### src/rtl/tk1_bus_pkg.sv
// Shared definitions for core register bus masters.
// Holds the copy-master FSM encoding, bus widths and the bus request payload.
package tk1_bus_pkg;

  localparam int unsigned ADDR_W             = 32;
  localparam int unsigned DATA_W             = 32;
  localparam int unsigned ADDR_STEP          = 4;
  localparam int unsigned TIMEOUT_CYCLES_DEF = 255;
  localparam int unsigned CNT_W_DEF          = 16;

  // Clears the byte-offset bits of an address.
  localparam logic [ADDR_W-1:0] WORD_MASK = 32'hFFFF_FFFC;

  typedef enum logic [1:0] {
    ST_IDLE = 2'd0,
    ST_RD   = 2'd1,
    ST_WR   = 2'd2,
    ST_FIN  = 2'd3
  } state_e;

  // Request fields presented to the bus while bus_cs is high.
  typedef struct packed {
    logic              we;
    logic [ADDR_W-1:0] address;
    logic [DATA_W-1:0] write_data;
  } bus_req_t;

endpackage

### src/rtl/tk1_bus_timeout.sv
// Bus wait-state watchdog shared by bus masters.
// Counts consecutive enabled cycles; expired_c flags the cycle that would
// reach TIMEOUT_CYCLES.
// Ports:
//   clk, reset_n  clock, synchronous active-low reset
//   clear         zero the counter (takes priority over enable)
//   enable        count this cycle (access pending, no ready)
//   expired_c     combinational: this enabled cycle is the TIMEOUT_CYCLES-th wait
module tk1_bus_timeout
  import tk1_bus_pkg::*;
#(
  parameter int unsigned TIMEOUT_CYCLES = TIMEOUT_CYCLES_DEF
) (
  input  logic clk,
  input  logic reset_n,
  input  logic clear,
  input  logic enable,
  output logic expired_c
);

  localparam int unsigned CW = $clog2(TIMEOUT_CYCLES + 1);

  logic [CW-1:0] count_q;

  assign expired_c = enable && (count_q == CW'(TIMEOUT_CYCLES - 1));

  // Wait counter; holds at the limit so it never wraps.
  always_ff @(posedge clk) begin
    if (!reset_n || clear) begin
      count_q <= '0;
    end else if (enable && !expired_c) begin
      count_q <= count_q + CW'(1);
    end
  end

endmodule

### src/rtl/tk1_bus_copy_master.sv
// Second bus master that copies word_count words from src_addr to dst_addr,
// one outstanding access at a time (read, then write, per word).
// Ports:
//   clk, reset_n                     clock, synchronous active-low reset
//   start, src_addr, dst_addr,
//   word_count, abort                job control (start sampled only when idle)
//   busy, done, error, words_done    job status (all registered)
//   bus_cs, bus_we, bus_address,
//   bus_write_data                   registered bus request
//   bus_read_data, bus_ready         bus response
module tk1_bus_copy_master
  import tk1_bus_pkg::*;
#(
  parameter int unsigned TIMEOUT_CYCLES = TIMEOUT_CYCLES_DEF,
  parameter int unsigned CNT_W          = CNT_W_DEF
) (
  input  logic              clk,
  input  logic              reset_n,
  input  logic              start,
  input  logic [ADDR_W-1:0] src_addr,
  input  logic [ADDR_W-1:0] dst_addr,
  input  logic [CNT_W-1:0]  word_count,
  input  logic              abort,
  output logic              busy,
  output logic              done,
  output logic              error,
  output logic [CNT_W-1:0]  words_done,
  output logic              bus_cs,
  output logic              bus_we,
  output logic [ADDR_W-1:0] bus_address,
  output logic [DATA_W-1:0] bus_write_data,
  input  logic [DATA_W-1:0] bus_read_data,
  input  logic              bus_ready
);

  state_e            state_q;
  bus_req_t          req_q;
  logic [ADDR_W-1:0] src_q;
  logic [ADDR_W-1:0] dst_q;
  logic [CNT_W-1:0]  remaining_q;

  logic in_xfer_c;
  logic to_clear_c;
  logic to_enable_c;
  logic to_expired_c;

  // Counter restarts whenever an access completes or we leave RD/WR,
  // so it is zero on every RD/WR entry.
  assign in_xfer_c   = (state_q == ST_RD) || (state_q == ST_WR);
  assign to_enable_c = in_xfer_c && !bus_ready;
  assign to_clear_c  = !in_xfer_c || bus_ready;

  tk1_bus_timeout #(
    .TIMEOUT_CYCLES(TIMEOUT_CYCLES)
  ) u_timeout (
    .clk      (clk),
    .reset_n  (reset_n),
    .clear    (to_clear_c),
    .enable   (to_enable_c),
    .expired_c(to_expired_c)
  );

  assign bus_we         = req_q.we;
  assign bus_address    = req_q.address;
  assign bus_write_data = req_q.write_data;

  // Job FSM; request and status flops change together with the state so the
  // bus request never depends combinationally on bus_ready.
  always_ff @(posedge clk) begin
    if (!reset_n) begin
      state_q     <= ST_IDLE;
      req_q       <= '0;
      src_q       <= '0;
      dst_q       <= '0;
      remaining_q <= '0;
      busy        <= 1'b0;
      done        <= 1'b0;
      error       <= 1'b0;
      words_done  <= '0;
      bus_cs      <= 1'b0;
    end else begin
      done <= 1'b0;
      unique case (state_q)
        ST_IDLE: begin
          if (start) begin
            words_done <= '0;
            error      <= 1'b0;
            if (word_count != '0) begin
              src_q         <= src_addr & WORD_MASK;
              dst_q         <= dst_addr & WORD_MASK;
              remaining_q   <= word_count;
              req_q.we      <= 1'b0;
              req_q.address <= src_addr & WORD_MASK;
              bus_cs        <= 1'b1;
              busy          <= 1'b1;
              state_q       <= ST_RD;
            end else begin
              done    <= 1'b1;
              state_q <= ST_FIN;
            end
          end
        end

        ST_RD: begin
          if (abort) begin
            // A read completing alongside abort is discarded.
            bus_cs  <= 1'b0;
            busy    <= 1'b0;
            state_q <= ST_IDLE;
          end else if (bus_ready) begin
            req_q.we         <= 1'b1;
            req_q.address    <= dst_q;
            req_q.write_data <= bus_read_data;
            state_q          <= ST_WR;
          end else if (to_expired_c) begin
            error   <= 1'b1;
            done    <= 1'b1;
            bus_cs  <= 1'b0;
            busy    <= 1'b0;
            state_q <= ST_FIN;
          end
        end

        ST_WR: begin
          // A completed write always counts, even when aborted in the same cycle.
          if (bus_ready) begin
            words_done  <= words_done + CNT_W'(1);
            src_q       <= src_q + ADDR_W'(ADDR_STEP);
            dst_q       <= dst_q + ADDR_W'(ADDR_STEP);
            remaining_q <= remaining_q - CNT_W'(1);
          end
          if (abort) begin
            req_q.we <= 1'b0;
            bus_cs   <= 1'b0;
            busy     <= 1'b0;
            state_q  <= ST_IDLE;
          end else if (bus_ready) begin
            req_q.we <= 1'b0;
            if (remaining_q == CNT_W'(1)) begin
              done    <= 1'b1;
              bus_cs  <= 1'b0;
              busy    <= 1'b0;
              state_q <= ST_FIN;
            end else begin
              req_q.address <= src_q + ADDR_W'(ADDR_STEP);
              state_q       <= ST_RD;
            end
          end else if (to_expired_c) begin
            req_q.we <= 1'b0;
            error    <= 1'b1;
            done     <= 1'b1;
            bus_cs   <= 1'b0;
            busy     <= 1'b0;
            state_q  <= ST_FIN;
          end
        end

        ST_FIN: begin
          state_q <= ST_IDLE;
        end

        default: begin
          state_q <= ST_IDLE;
        end
      endcase
    end
  end

endmodule
### config.mk
export PLATFORM = sky130hd
export DESIGN_NAME = tk1_bus_copy_master
export DESIGN_NICKNAME = d
export VERILOG_FILES = /design/src/rtl/tk1_bus_pkg.sv /design/src/rtl/tk1_bus_timeout.sv /design/src/rtl/tk1_bus_copy_master.sv
export SDC_FILE = /design/constraint.sdc
export NUM_CORES = 1
export LEC_CHECK = 0
export BUFFER_PORTS_ARGS = -buffer_cell sky130_fd_sc_hd__buf_2
export CAP_MARGIN = 20
export CORE_MARGIN = 5
export CORE_UTILIZATION = 35
export DETAILED_ROUTE_END_ITERATION = 10
export PLACE_DENSITY = 0.6
export SLEW_MARGIN = 20
export SYNTH_ARGS = -nofsm -noshare
export SYNTH_HDL_FRONTEND = slang
export SYNTH_SLANG_ARGS = --single-unit
### constraint.sdc
create_clock -name clk -period 2.4 [get_ports clk]
set_input_delay 0.12 -clock clk [delete_from_list [all_inputs] [get_ports clk]]
set_output_delay 0.12 -clock clk [all_outputs]
set_load 0.005 [all_outputs]
==> impl_metrics.json <==
{
  "drt_first_iter_violations": 795,
  "crit-reg2reg-launch": "state_q[0]",
  "sequential_cell_area_mm2": 0.00340,
  "cts.clk_slew.worst_paths_ns": 0.08,
  "run_status": "complete, no violations",
  "tritoncts.num_buffers": 17,
  "rows": 60,
  "fraction_of_layout_cells_with_a_size_suffix_above_1_pct": 22.4,
  "dpl.hpwl_mm": 22.9,
  "pwr-share-seq_pct": 39.6,
  "max_clock_freq_mhz": 433,
  "antenna_violations_before_repair": 6,
  "yosysWarningCount": 0,
  "worst_skew_pair_later_pin_latency_ns": 0.44,
  "timing.final.max_slew_violations": 0,
  "hp-class": "in -> reg",
  "initial_utilization_pct": 35.6,
  "dr_total_vias": 10200,
  "stdcell_area_mm2": 0.0124,
  "place.detailed.instances": 1748,
  "syn2layout_area_growth_pct": 29.1,
  "power_density_mw_per_mm2": 679,
  "postPlaceCellArea_mm2": 0.0113,
  "ys.flop_type": "dfxtp_1",
  "finalCriticalPeriod_ns": 2.31,
  "area_of_the_multi_input_gates_mm2": 0.00576,
  "ys_types": 75,
  "clock_tree_from_tritoncts": "done",
  "critical_path.cell_chain": "inv_1, ha_1, nor2b_1, a211oi_2, o21ai_2, a221o_2, buf_4, o31ai_1",
  "critPathKind": "reg -> reg",
  "timing.critical_path.depth": 8,
  "whs_path_depth": 3,
  "ir_worst_vdd_mv": 0.552,
  "worstHoldEndpoint": "bus_address[22]",
  "detail_route.first_pass.iterations": 7,
  "timing.reg2reg.worst_path_depth": 8,
  "post_synth_inst_count": 1239,
  "power.clock.fraction_pct": 34.0,
  "grt_max_degree": 66,
  "number_of_global_route_vias_before_repair": 9593,
  "leakagePower_nw": 5.01,
  "numClockSinks": 170,
  "routabilityCongestion": 0.883,
  "required_time_at_the_worst_slack_endpoint_ns": 2.75,
  "timing.critical_path.max_delay_family": "compound AO/OA/AOI/OAI gates",
  "global_route_wire_length_before_repair_mm": 50.5,
  "track_usage_pct": 20.1,
  "timing.max_slew.rel_slack_pct": 56.7,
  "avgRoutedWirePerCell_um": 17.8,
  "synth_largest_area_cell": "dfxtp_1",
  "clock-root-buffer": "clkbuf_16",
  "utilization_pct": 46.0,
  "timing_worst_slew_pin_value_ns": 0.650,
  "route.final.wire_length_mm": 32.8,
  "nets_in_the_synthesized_netlist": 1368,
  "power_frac_comb_pct": 26.3,
  "synthTopCellsByArea": "dfxtp_1 35%, nand2_1 6.3%, o21ai_0 4.5%",
  "globalRoute.totalOverflow": 0,
  "holdCritStartpoint": "src_addr[22]",
  "cell_area_after_synthesis_mm2": 0.00963,
  "maximum_level_of_the_cts_h_tree": 4,
  "num-fill-cells": 2725,
  "synth.ff_latch_count": 170,
  "post-route-period-util_pct": 96.1,
  "pin_count": 202,
  "io_buffer_count": 197,
  "drc": 0,
  "final_cells": 1837,
  "crit_path_top_delay_cell": "a221o_2",
  "psw_w": 0.00288,
  "crit_fanout": 9,
  "critical-path-max-stage-delay_ns": 0.49,
  "final_nets": 1609,
  "seq_area_frac_synth_pct": 35.3,
  "avgSynthCellArea_um2": 7.77,
  "regToRegSetupSlack_ns": 0.09,
  "cp_num_buf_inv": 2,
  "ff_to_ff_end": "bus_address[11]",
  "internal_power_w": 0.00556,
  "type_of_destination_of_the_critical_path": "register",
  "timing_hold_violations_final": 0,
  "total_of_endpoints_with_negative_setup_slack_in_the_final_report": 0,
  "clock_path_buffers": 2,
  "die_height_um": 176,
  "core_mm2": 0.0270,
  "die_area_mm2": 0.0309,
  "layout_setup_ws_ns": 0.0927,
  "die_w_um": 176,
  "timing.critical_path.from_type": "register",
  "crit_arrival_ns": 2.66,
  "max_cap_violations": 0,
  "synth_top_area_share_pct": 35.3,
  "p_sw_share_pct": 34.1,
  "finalClockSkew_ns": 0.0118,
  "routed_via_density": 5.55,
  "synth-async-reset-ratio_pct": 0,
  "synth_enable_flop_cells": 0,
  "place_ws_ns": 0.0853,
  "hold-worst-slack_ns": 0.0138,
  "postRouteAntennaNets": 0
}
-- cell usage after synthesis, types with 13 or more instances --
cell type,count
inv_1,30
buf_2,17
nor3_1,41
nor2b_1,24
a21boi_0,47
a221oi_1,14
nand3_1,40
nor2_1,75
mux2i_1,13
nor4_1,18
dfxtp_1,170
o22ai_1,26
nand2_1,162
clkbuf_1,62
nand4_1,27
xor2_1,17
and2_1,35
and3_1,28
o21ai_0,86
xnor2_1,24
a21oi_1,81
-- how the worst max path moves through the flow --
| stage | startpoint | end | slack (ns) |
|---|---|---|---|
| final | state_q[0] | bus_address[11] | 0.09 |
| after global routing | state_q[0] | bus_address[11] | -0.001 |
| after CTS | state_q[0] | bus_address[11] | 0.11 |
| after detailed placement | word_count[8] | remaining_q[11] | 0.09 |
| after global placement | word_count[8] | dst_q[5] | 0.12 |
| after floorplan | state_q[0] | dst_q[18] | 0.19 |
-- worst min-delay path, stage by stage --
cell,delay [ns]
buf_2,0.11
nor2_1,0.10
o31ai_1,0.08
-- cell usage in the layout, fill, tap and decap left out, drive strengths merged, types with 6 or more instances in the layout --
| cell | n |
|---|---|
| nand3 | 41 |
| and2 | 35 |
| o21a | 10 |
| xnor2 | 24 |
| and3 | 28 |
| mux2i | 13 |
| o211ai | 11 |
| a21o | 6 |
| a22oi | 12 |
| a41oi | 6 |
| a221oi | 15 |
| nor2 | 77 |
| a21oi | 81 |
| o221a | 8 |
| ha | 12 |
| and4 | 10 |
| nor3 | 41 |
| xor2 | 17 |
| or3 | 9 |
| nor4 | 20 |
| dfxtp | 170 |
| o21ai | 88 |
| buf | 267 |
| nand2 | 162 |
| clkbuf | 17 |
| o31ai | 12 |
| dlygate4sd3 | 51 |
| nand4 | 28 |
| o22ai | 26 |
| nor2b | 25 |
| o31a | 9 |
| a21boi | 54 |
| a31oi | 8 |
| inv | 40 |
-- final cells by class --
type                            instances  area share, %
Clock buffer                           17           3.42
Inverter                               30          0.905
Multi-Input combinational cell        943           46.3
Sequential cell                       170           27.4
Tap cell                              341           3.43
Timing Repair Buffer                  318           17.2
Antenna cell                            3         0.0604
Clock inverter                         15           1.36
-- logic make-up after synthesis --
kind of cell	after synthesis	share of synthesized area, %
buffers and inverters	127	5.70
AOI/OAI and AO/OA	384	26.6
and+or+nand+nor	491	25.6
xor gates and xnor gates	41	3.73
adders and majority gates	12	1.56
muxes	14	1.47
DFF	170	35.3
-- power groups by stage --
stage	sequential (W)	clock (W)	combinational (W)
4_1_cts	0.00334	0.00295	0.00217
2_1_floorplan	0.00337	0	0.00128
5_1_grt	0.00339	0.00305	0.00244
3_5_place_dp	0.00341	0	0.00210
3_3_place_gp	0.00340	0	0.00207
6_report	0.00335	0.00287	0.00222
-- sequential cells by signal, indices dropped and copies added (netlist names), 2 cells and up --
name	count
u_timeout.count_q	8
remaining_q	16
dst_q	30
words_done	16
state_q	2
bus_address	31
src_q	30
bus_write_data	32
-- metal layers --
layer  global-route usage, %  wire length (um)  up-vias
li1                        -                 -     4989
met1                    25.3             13800     4818
met2                    33.8             16000      324
met3                    3.72              2020       65
met4                    8.45               939        4
met5                       0                27        -
-- per-stage QoR --
| stage | TNS (ns) | power (W) |
|---|---|---|
| after CTS | 0 | 0.00846 |
| final | 0 | 0.00844 |
| after global placement | 0 | 0.00547 |
| after detailed placement | 0 | 0.00551 |
| after floorplan | 0 | 0.00465 |
| after global routing | -0.00130 | 0.00888 |
-- timing repair --
action / in CTS / in global routing
hold buffers: 51 / 0
setup endpoints to repair: 0 / 11
setup buffers: 0 / 2
hold endpoints to repair: 51 / 0
resized for setup: 0 / 7
No activity file was read; power rests on OpenSTA's default activity.
